`src/rtl/posit_decode_pipe.sv`:
```
// Two-stage posit decoder: stage 1 extracts sign, special flags, magnitude and
// regime run length; stage 2 produces the biased exponent and aligned fraction.
module posit_decode_pipe #(
  parameter int WIDTH = 8,
  parameter int ES = 1,
  localparam int FB = ((WIDTH - 3 - ES) > 1) ? (WIDTH - 3 - ES) : 1,
  localparam int RB = $clog2(WIDTH - 1) + 1,
  localparam int EB = RB + ES
) (
  input  logic             clock,
  input  logic             resetn,
  input  logic             in_valid,
  output logic             in_ready,
  input  logic [WIDTH-1:0] in_posit,
  output logic             out_valid,
  input  logic             out_ready,
  output logic             out_isZero,
  output logic             out_isInf,
  output logic             out_sign,
  output logic [EB-1:0]    out_exp,
  output logic [FB-1:0]    out_frac
);

  localparam int MW   = WIDTH - 1;
  localparam int TW   = ES + FB;
  localparam int XW   = MW + TW;
  localparam int BIAS = (1 << ES) * (WIDTH - 2);

  // Handshake: a beat moves across any boundary on a rising edge where valid
  // and ready are both high. valid never looks at ready; ready flows backward
  // (a stage is ready when empty or when the stage after it is draining).
  logic s1_valid, s2_valid;
  logic s1_accept, s2_accept;

  assign s2_accept = !s2_valid || out_ready;
  assign s1_accept = !s1_valid || s2_accept;
  assign in_ready  = resetn && s1_accept;

  // ---------------- stage 1 combinational ----------------
  logic [MW-1:0] mag_c;
  logic          zero_c, inf_c;
  logic [RB-1:0] k_c;
  logic          run_c;

  always_comb begin
    mag_c  = in_posit[MW-1:0];
    if (in_posit[WIDTH-1])
      mag_c = ~in_posit[MW-1:0] + MW'(1);
    zero_c = (in_posit == '0);
    inf_c  = in_posit[WIDTH-1] && (in_posit[MW-1:0] == '0);
    run_c  = 1'b1;
    k_c    = '0;
    for (int i = MW - 1; i >= 0; i--) begin
      if (run_c && (mag_c[i] == mag_c[MW-1]))
        k_c = k_c + RB'(1);
      else
        run_c = 1'b0;
    end
  end

  logic          s1_sign, s1_zero, s1_inf;
  logic [MW-1:0] s1_mag;
  logic [RB-1:0] s1_k;

  // ---------------- stage 2 combinational ----------------
  logic [XW-1:0] sh_c;
  logic [TW-1:0] top_c;
  logic [EB-1:0] kx_c, e_c, exp_c;
  logic [FB-1:0] frac_c;

  // Dropping the run plus its terminator leaves exponent bits then fraction
  // bits at the top; the zero tail supplies right-padding when truncated.
  // Exponent math wraps modulo 2^EB; the final value is always in range.
  always_comb begin
    sh_c   = {s1_mag, {TW{1'b0}}} << (int'(s1_k) + 1);
    top_c  = sh_c[XW-1 -: TW];
    frac_c = top_c[FB-1:0];
    e_c    = EB'(top_c >> FB);
    kx_c   = EB'(s1_k);
    if (s1_mag[MW-1])
      exp_c = ((kx_c - EB'(1)) << ES) + e_c + EB'(BIAS);
    else
      exp_c = EB'(BIAS) - (kx_c << ES) + e_c;
    if (s1_zero || s1_inf) begin
      exp_c  = '0;
      frac_c = '0;
    end
  end

  logic          s2_sign, s2_zero, s2_inf;
  logic [EB-1:0] s2_exp;
  logic [FB-1:0] s2_frac;

  always_ff @(posedge clock or negedge resetn) begin
    if (!resetn) begin
      s1_valid <= 1'b0;
      s1_sign  <= 1'b0;
      s1_zero  <= 1'b0;
      s1_inf   <= 1'b0;
      s1_mag   <= '0;
      s1_k     <= '0;
      s2_valid <= 1'b0;
      s2_sign  <= 1'b0;
      s2_zero  <= 1'b0;
      s2_inf   <= 1'b0;
      s2_exp   <= '0;
      s2_frac  <= '0;
    end else begin
      if (s1_accept) begin
        s1_valid <= in_valid;
        if (in_valid) begin
          s1_sign <= in_posit[WIDTH-1];
          s1_zero <= zero_c;
          s1_inf  <= inf_c;
          s1_mag  <= mag_c;
          s1_k    <= k_c;
        end
      end
      if (s2_accept) begin
        s2_valid <= s1_valid;
        if (s1_valid) begin
          s2_sign <= s1_sign;
          s2_zero <= s1_zero;
          s2_inf  <= s1_inf;
          s2_exp  <= exp_c;
          s2_frac <= frac_c;
        end
      end
    end
  end

  assign out_valid  = s2_valid;
  assign out_isZero = s2_zero;
  assign out_isInf  = s2_inf;
  assign out_sign   = s2_sign;
  assign out_exp    = s2_exp;
  assign out_frac   = s2_frac;

endmodule

```
`config.mk`:
```
export PLATFORM = sky130hd
export DESIGN_NAME = posit_decode_pipe
export DESIGN_NICKNAME = d
export VERILOG_FILES = /design/src/rtl/posit_decode_pipe.sv
export SDC_FILE = /design/constraint.sdc
export NUM_CORES = 1
export LEC_CHECK = 0
export ABC_CLOCK_PERIOD_IN_PS = 2600
export CORE_ASPECT_RATIO = 1.75
export CORE_UTILIZATION = 54
export DETAILED_ROUTE_END_ITERATION = 10
export GPL_TIMING_DRIVEN = 0
export PLACE_DENSITY = 0.79
export SYNTH_ARGS = -nofsm -noshare
export SYNTH_HDL_FRONTEND = slang
export SYNTH_SLANG_ARGS = --single-unit
```
`constraint.sdc`:
```
create_clock -name clock -period 2.6 [get_ports clock]
set_input_delay 0.26 -clock clock [delete_from_list [all_inputs] [get_ports clock]]
set_output_delay 0.26 -clock clock [all_outputs]
set_load 0.05 [all_outputs]
```
# Yosys cells after proc, flatten, opt, wreduce, memory -nomap -nowiden
# Cells that the tools add are included.
# word_totals
output_inout_bits	14
input_bits	12
ff_bits	28
word_cells	63
# op_classes
addsub	12
eq_ne	6
n_bitwise	1
shifts	1
muxes	15
reduce_logical	16
# ops
op	n
4-bit two-way mux	6
4-bit by 1-bit adder with 4-bit output (second input constant)	4
12-bit by 5-bit left shift with 12-bit output	1
5-bit by 1-bit adder with 5-bit output	2
5-bit two-way mux	2
8-bit logical NOT	1
7-bit by 1-bit adder with 7-bit output (second input constant)	1
1-bit logical AND	7
7-bit logical NOT	1
7-bit two-way mux	1
7-bit inverter	1
1-bit equality test	6
4-bit by 1-bit adder with 5-bit output (second input constant)	1
5-bit by 4-bit adder with 5-bit output (second input constant)	1
1-bit two-way mux	5
4-bit by 5-bit subtractor with 5-bit output (first input constant)	1
2-bit AND reduction	2
4-bit by 1-bit subtractor with 4-bit output (second input constant)	1
2-bit by 1-bit adder with 3-bit output (second input constant)	1
1-bit logical OR	3
1-bit logical NOT	2
2-bit two-way mux	1

# Longest topological paths before layout
# logic_depth
word_depth	15
mapped_depth	9

# Least setup slack after synthesis
# No wires, ideal clock.
# synth_path
kind	input -> register
startpoint	input in_posit[0]
endpoint	register s1_k[0]
arrival_ns	2.249
slack_ns	0.225
path_buffers	2
cell_stages	9
cell_sequence	clkbuf_1 > inv_1 > ha_1 > buf_6 > or3b_4 > and4_4 > or4_4 > o31a_1 > o32a_1
# synth_via
elab_chain_cells	15
word_cells_on_any_way	30
# synth_lines
item	line	rtl
from (decl)	14	input logic [WIDTH-1:0] in_posit,
7-bit inverter	48	mag_c = ~in_posit[MW-1:0] + MW'(1);
7-bit by 1-bit adder with 7-bit output	48	
7-bit two-way mux (*)	47	if (in_posit[WIDTH-1])
1-bit equality test	54	if (run_c && (mag_c[i] == mag_c[MW-1]))
2-bit two-way mux or 1-bit two-way mux (tied branches)	54	
2-bit by 1-bit adder with 3-bit output or 1-bit logical AND (tied branches)	55, 54	
4-bit two-way mux or 1-bit two-way mux (tied branches)	54	
4-bit by 1-bit adder with 4-bit output or 1-bit logical AND (tied branches)	55, 54	
4-bit two-way mux or 1-bit two-way mux (tied branches)	54	
4-bit by 1-bit adder with 4-bit output or 1-bit logical AND (tied branches)	55, 54	
4-bit two-way mux or 1-bit two-way mux (tied branches)	54	
4-bit by 1-bit adder with 4-bit output or 1-bit logical AND (tied branches)	55, 54	
4-bit two-way mux or 1-bit two-way mux (tied branches)	54	
4-bit by 1-bit adder with 4-bit output or 1-bit logical AND (tied branches)	55, 54	
4-bit two-way mux (*)	54	
to (signal assigned)	116	s1_k <= k_c;
to (decl)	63	logic [RB-1:0] s1_k;
# Mark *: on every way between the ends. The rest lies on a longest branch, timed or not.
# A chain may end at the register's enable or synchronous reset.

# Worst setup path after layout
# layout_path
startpoint	register s1_k[1]
endpoint	register s2_exp[0] (netlist: out_exp[0])
# layout_via
elab_chain_cells	6
word_cells_on_any_way	7
# layout_lines
item	line	rtl
4-bit by 1-bit adder with 5-bit output (*)	75	sh_c = {s1_mag, {TW{1'b0}}} << (int'(s1_k) + 1);
12-bit by 5-bit left shift with 12-bit output (*)	75	
5-bit by 1-bit adder with 5-bit output	81	exp_c = ((kx_c - EB'(1)) << ES) + e_c + EB'(BIAS);
5-bit by 4-bit adder with 5-bit output	81	
5-bit two-way mux (*)	80	if (s1_mag[MW-1])
5-bit two-way mux (*)	84	if (s1_zero || s1_inf) begin
to (signal assigned)	125	s2_exp <= exp_c;
to (decl)	91	logic [EB-1:0] s2_exp;
# Marks and branches as above.

==> results.json <==
{
  "rows": 27,
  "cts_hold_buf": 0,
  "crit_required_ns": 2.74,
  "setup_slack_ns": 0.229,
  "num_io_pins": 26,
  "worstPathMaxFanout": 9,
  "slew_viol_final": 0,
  "diodes": 0,
  "worstReg2RegEnd": "out_exp[0]",
  "grt-ovfl-total": 0,
  "clock-sinks": 28,
  "max_slew.worst_pin.slew_ns": 0.657,
  "end_kind": "register",
  "routedWlPerCell_um": 14.9,
  "antenna_found_initial": 0,
  "post_cts_buffers": 0,
  "relSlewSlack_pct": 55.8,
  "outcome": "complete, but fails checks",
  "viasPerCell": 5.82,
  "syn_area_per_cell_um2": 9.19,
  "min_path_type": "input pin to asynchronous set/reset pin",
  "drtIter0Drc": 56,
  "grt.total_usage_pct": 24.9,
  "syn_nets": 215,
  "root_buffer": "clkbuf_8",
  "netlist_area_um2": 1830,
  "most-common-layout-cells": "29 x nand2_1, 28 x dfrtp_1, 21 x clkdlybuf4s50_1",
  "fp.dieW_um": 46.0,
  "async_reset_ff_share_pct": 100,
  "slowest_delay_ns": 0.47,
  "seq_area_frac_synth_pct": 38.3,
  "antenna_left": 0,
  "r2r_start": "s1_k[1]",
  "numPortBuffers": 22,
  "cts_tree": "built",
  "worst-path-buf-inv": 2,
  "firstDrtPassIters": 4,
  "clock_path_buffers": 2,
  "layout_commonest_cell": "nand2_1",
  "ys_seq_elements": 28,
  "start_kind": "register",
  "clk_latency_ns": 0.27,
  "gp_congestion": 0.894,
  "cts_buffers": 3,
  "design.die.area_um2": 3630,
  "rsz0062_at_grt": "false",
  "fillers": 278,
  "rr_worst_depth": 7,
  "cp_slowest_cell": "dfrtp_1",
  "setup_viol": 0,
  "regToRegSetupSlack_ns": 0.23,
  "fin_crit_ns": 2.37,
  "finalHoldViolCount": 28,
  "holdWs_ns": -0.0130,
  "clock_skew_ns": 0.00674,
  "drv_cap": 0,
  "synth-main-ff-cell": "dfrtp_1",
  "start_util_pct": 57.6,
  "drive_gt1_share_pct": 8.00,
  "grt_pass1_vias": 1583,
  "drc": 0,
  "drt-total-wl_um": 3990,
  "post-route-period-util_pct": 91.2,
  "fin_area_um2": 2150,
  "ys_types": 52,
  "arrival_ns": 2.51,
  "place_ws_ns": -0.302,
  "clk_pin_slew_ns": 0.09,
  "place_hpwl_um": 3220,
  "worstPathCellList": "inv_1 -> ha_1 -> clkbuf_1 -> mux2_2 -> a22o_1 -> mux2i_1 -> o21ai_0",
  "num_vias": 1561,
  "grt_max_degree": 30,
  "max_freq_mhz": 422,
  "area_delta_synth_final_pct": 17.7,
  "synth_edf_count": 0,
  "worst-setup-path-type": "register to register",
  "num-nets-final": 242,
  "violations": "negative hold slack",
  "p_leak_uw": 0.000917,
  "cts_resized": 2,
  "grt_first_pass_wirelength_um": 6780,
  "core_area_um2": 3180,
  "fp.dieH_um": 79.0,
  "final_util_pct": 67.8,
  "critPathTopFamily": "buffers and inverters",
  "dp_cells": 264,
  "power.density_nw_per_um2": 770,
  "finalNonFillerCells": 268,
  "post_dp_cell_area_um2": 2100,
  "synth_warnings": 0,
  "ir_drop_v": 0.000459,
  "synth_cells": 199,
  "h-tree-depth": 1
}
[per-stage QoR]
step	TNS, ns	power [µW]
after floorplan	0	1160
after global placement	-0.260	1370
after detailed placement	-0.302	1400
after CTS	0	1660
after global routing	0	1750
final	0	1660
[worst max-delay path by stage]
stage / depth (start not counted) / start / slack (ns) / end
detailed placement: 3 / resetn / -0.30 / in_ready
floorplan: 9 / in_posit[0] / 0.22 / s1_k[0]
global placement: 3 / resetn / -0.26 / in_ready
CTS: 3 / resetn / 0.02 / in_ready
finish: 7 / s1_k[1] / 0.23 / out_exp[0]
global route: 7 / s1_k[1] / 0.1 / out_exp[0]
[routing by layer]
metal	share of wire [%]	GRT usage (%)
met1	38	25.6
met2	56	45.6
met3	2.1	2.05
met4	4.5	13.5
met5	0	0
[registers in the layout, summed over array words and instances, names as in the netlist]
| register | count |
|---|---|
| s1_zero | 1 |
| out_exp | 5 |
| out_frac | 4 |
| out_isZero | 1 |
| s1_valid | 1 |
| out_valid | 1 |
| out_isInf | 1 |
| out_sign | 1 |
| s1_mag | 7 |
| s1_sign | 1 |
| s1_k | 4 |
| s1_inf | 1 |
[cells by family after synthesis]
kind of cell / Yosys count / share of synthesized area, %
and+or+nand+nor: 69 / 20.0
adders and majority gates: 4 / 2.74
DFF: 28 / 38.3
buffers and inverters: 21 / 4.79
xor gates and xnor gates: 12 / 5.75
muxes: 14 / 9.31
AOI/OAI and AO/OA: 51 / 19.1
[cell usage after synthesis (2+ instances only)]
library cell,count,area (µm²)
nor2_1,7,26.3
clkbuf_1,12,45.0
o22ai_1,2,12.5
nand2_1,29,109
inv_1,6,22.5
o21a_1,4,30.0
o32ai_1,2,17.5
dfrtp_1,28,701
nor4_1,2,12.5
xnor2_1,7,61.3
o211ai_1,2,15.0
xor2_1,5,43.8
nand2b_1,5,31.3
nor3_1,5,25.0
mux2_2,4,45.0
o21ai_1,2,10.0
a21oi_1,3,15.0
a31oi_1,3,18.8
a22o_1,7,61.3
and2_1,2,12.5
nor2b_1,2,12.5
o31ai_1,3,22.5
mux4_2,2,45.0
mux2i_1,8,80.1
nor3b_1,2,15.0
nand3_1,3,15.0
o21ai_0,14,70.1
ha_1,4,50.1
[where the power goes]
group / switching (µW) / total (µW) / internal [µW]
Clock: 129 / 265 / 136
Combinational: 492 / 807 / 315
Sequential: 60.3 / 585 / 525
[final cells by class]
| class | count | area (µm²) | area share, % |
|---|---|---|---|
| Buffer | 15 | 65.1 | 3.02 |
| Clock buffer | 4 | 55.1 | 2.56 |
| Timing Repair Buffer | 22 | 215 | 10.0 |
| Sequential cell | 28 | 701 | 32.6 |
| Multi-Input combinational cell | 150 | 1040 | 48.3 |
| Inverter | 6 | 22.5 | 1.05 |
| Tap cell | 43 | 53.8 | 2.50 |
[worst reg2reg max path: stages (launching register included)]
cell and delay (ns):
dfrtp_1 0.47, inv_1 0.12, ha_1 0.32, clkbuf_1 0.43, mux2_2 0.41, a22o_1 0.26, mux2i_1 0.12, o21ai_0 0.10
Power figures use the tool's default switching activity.
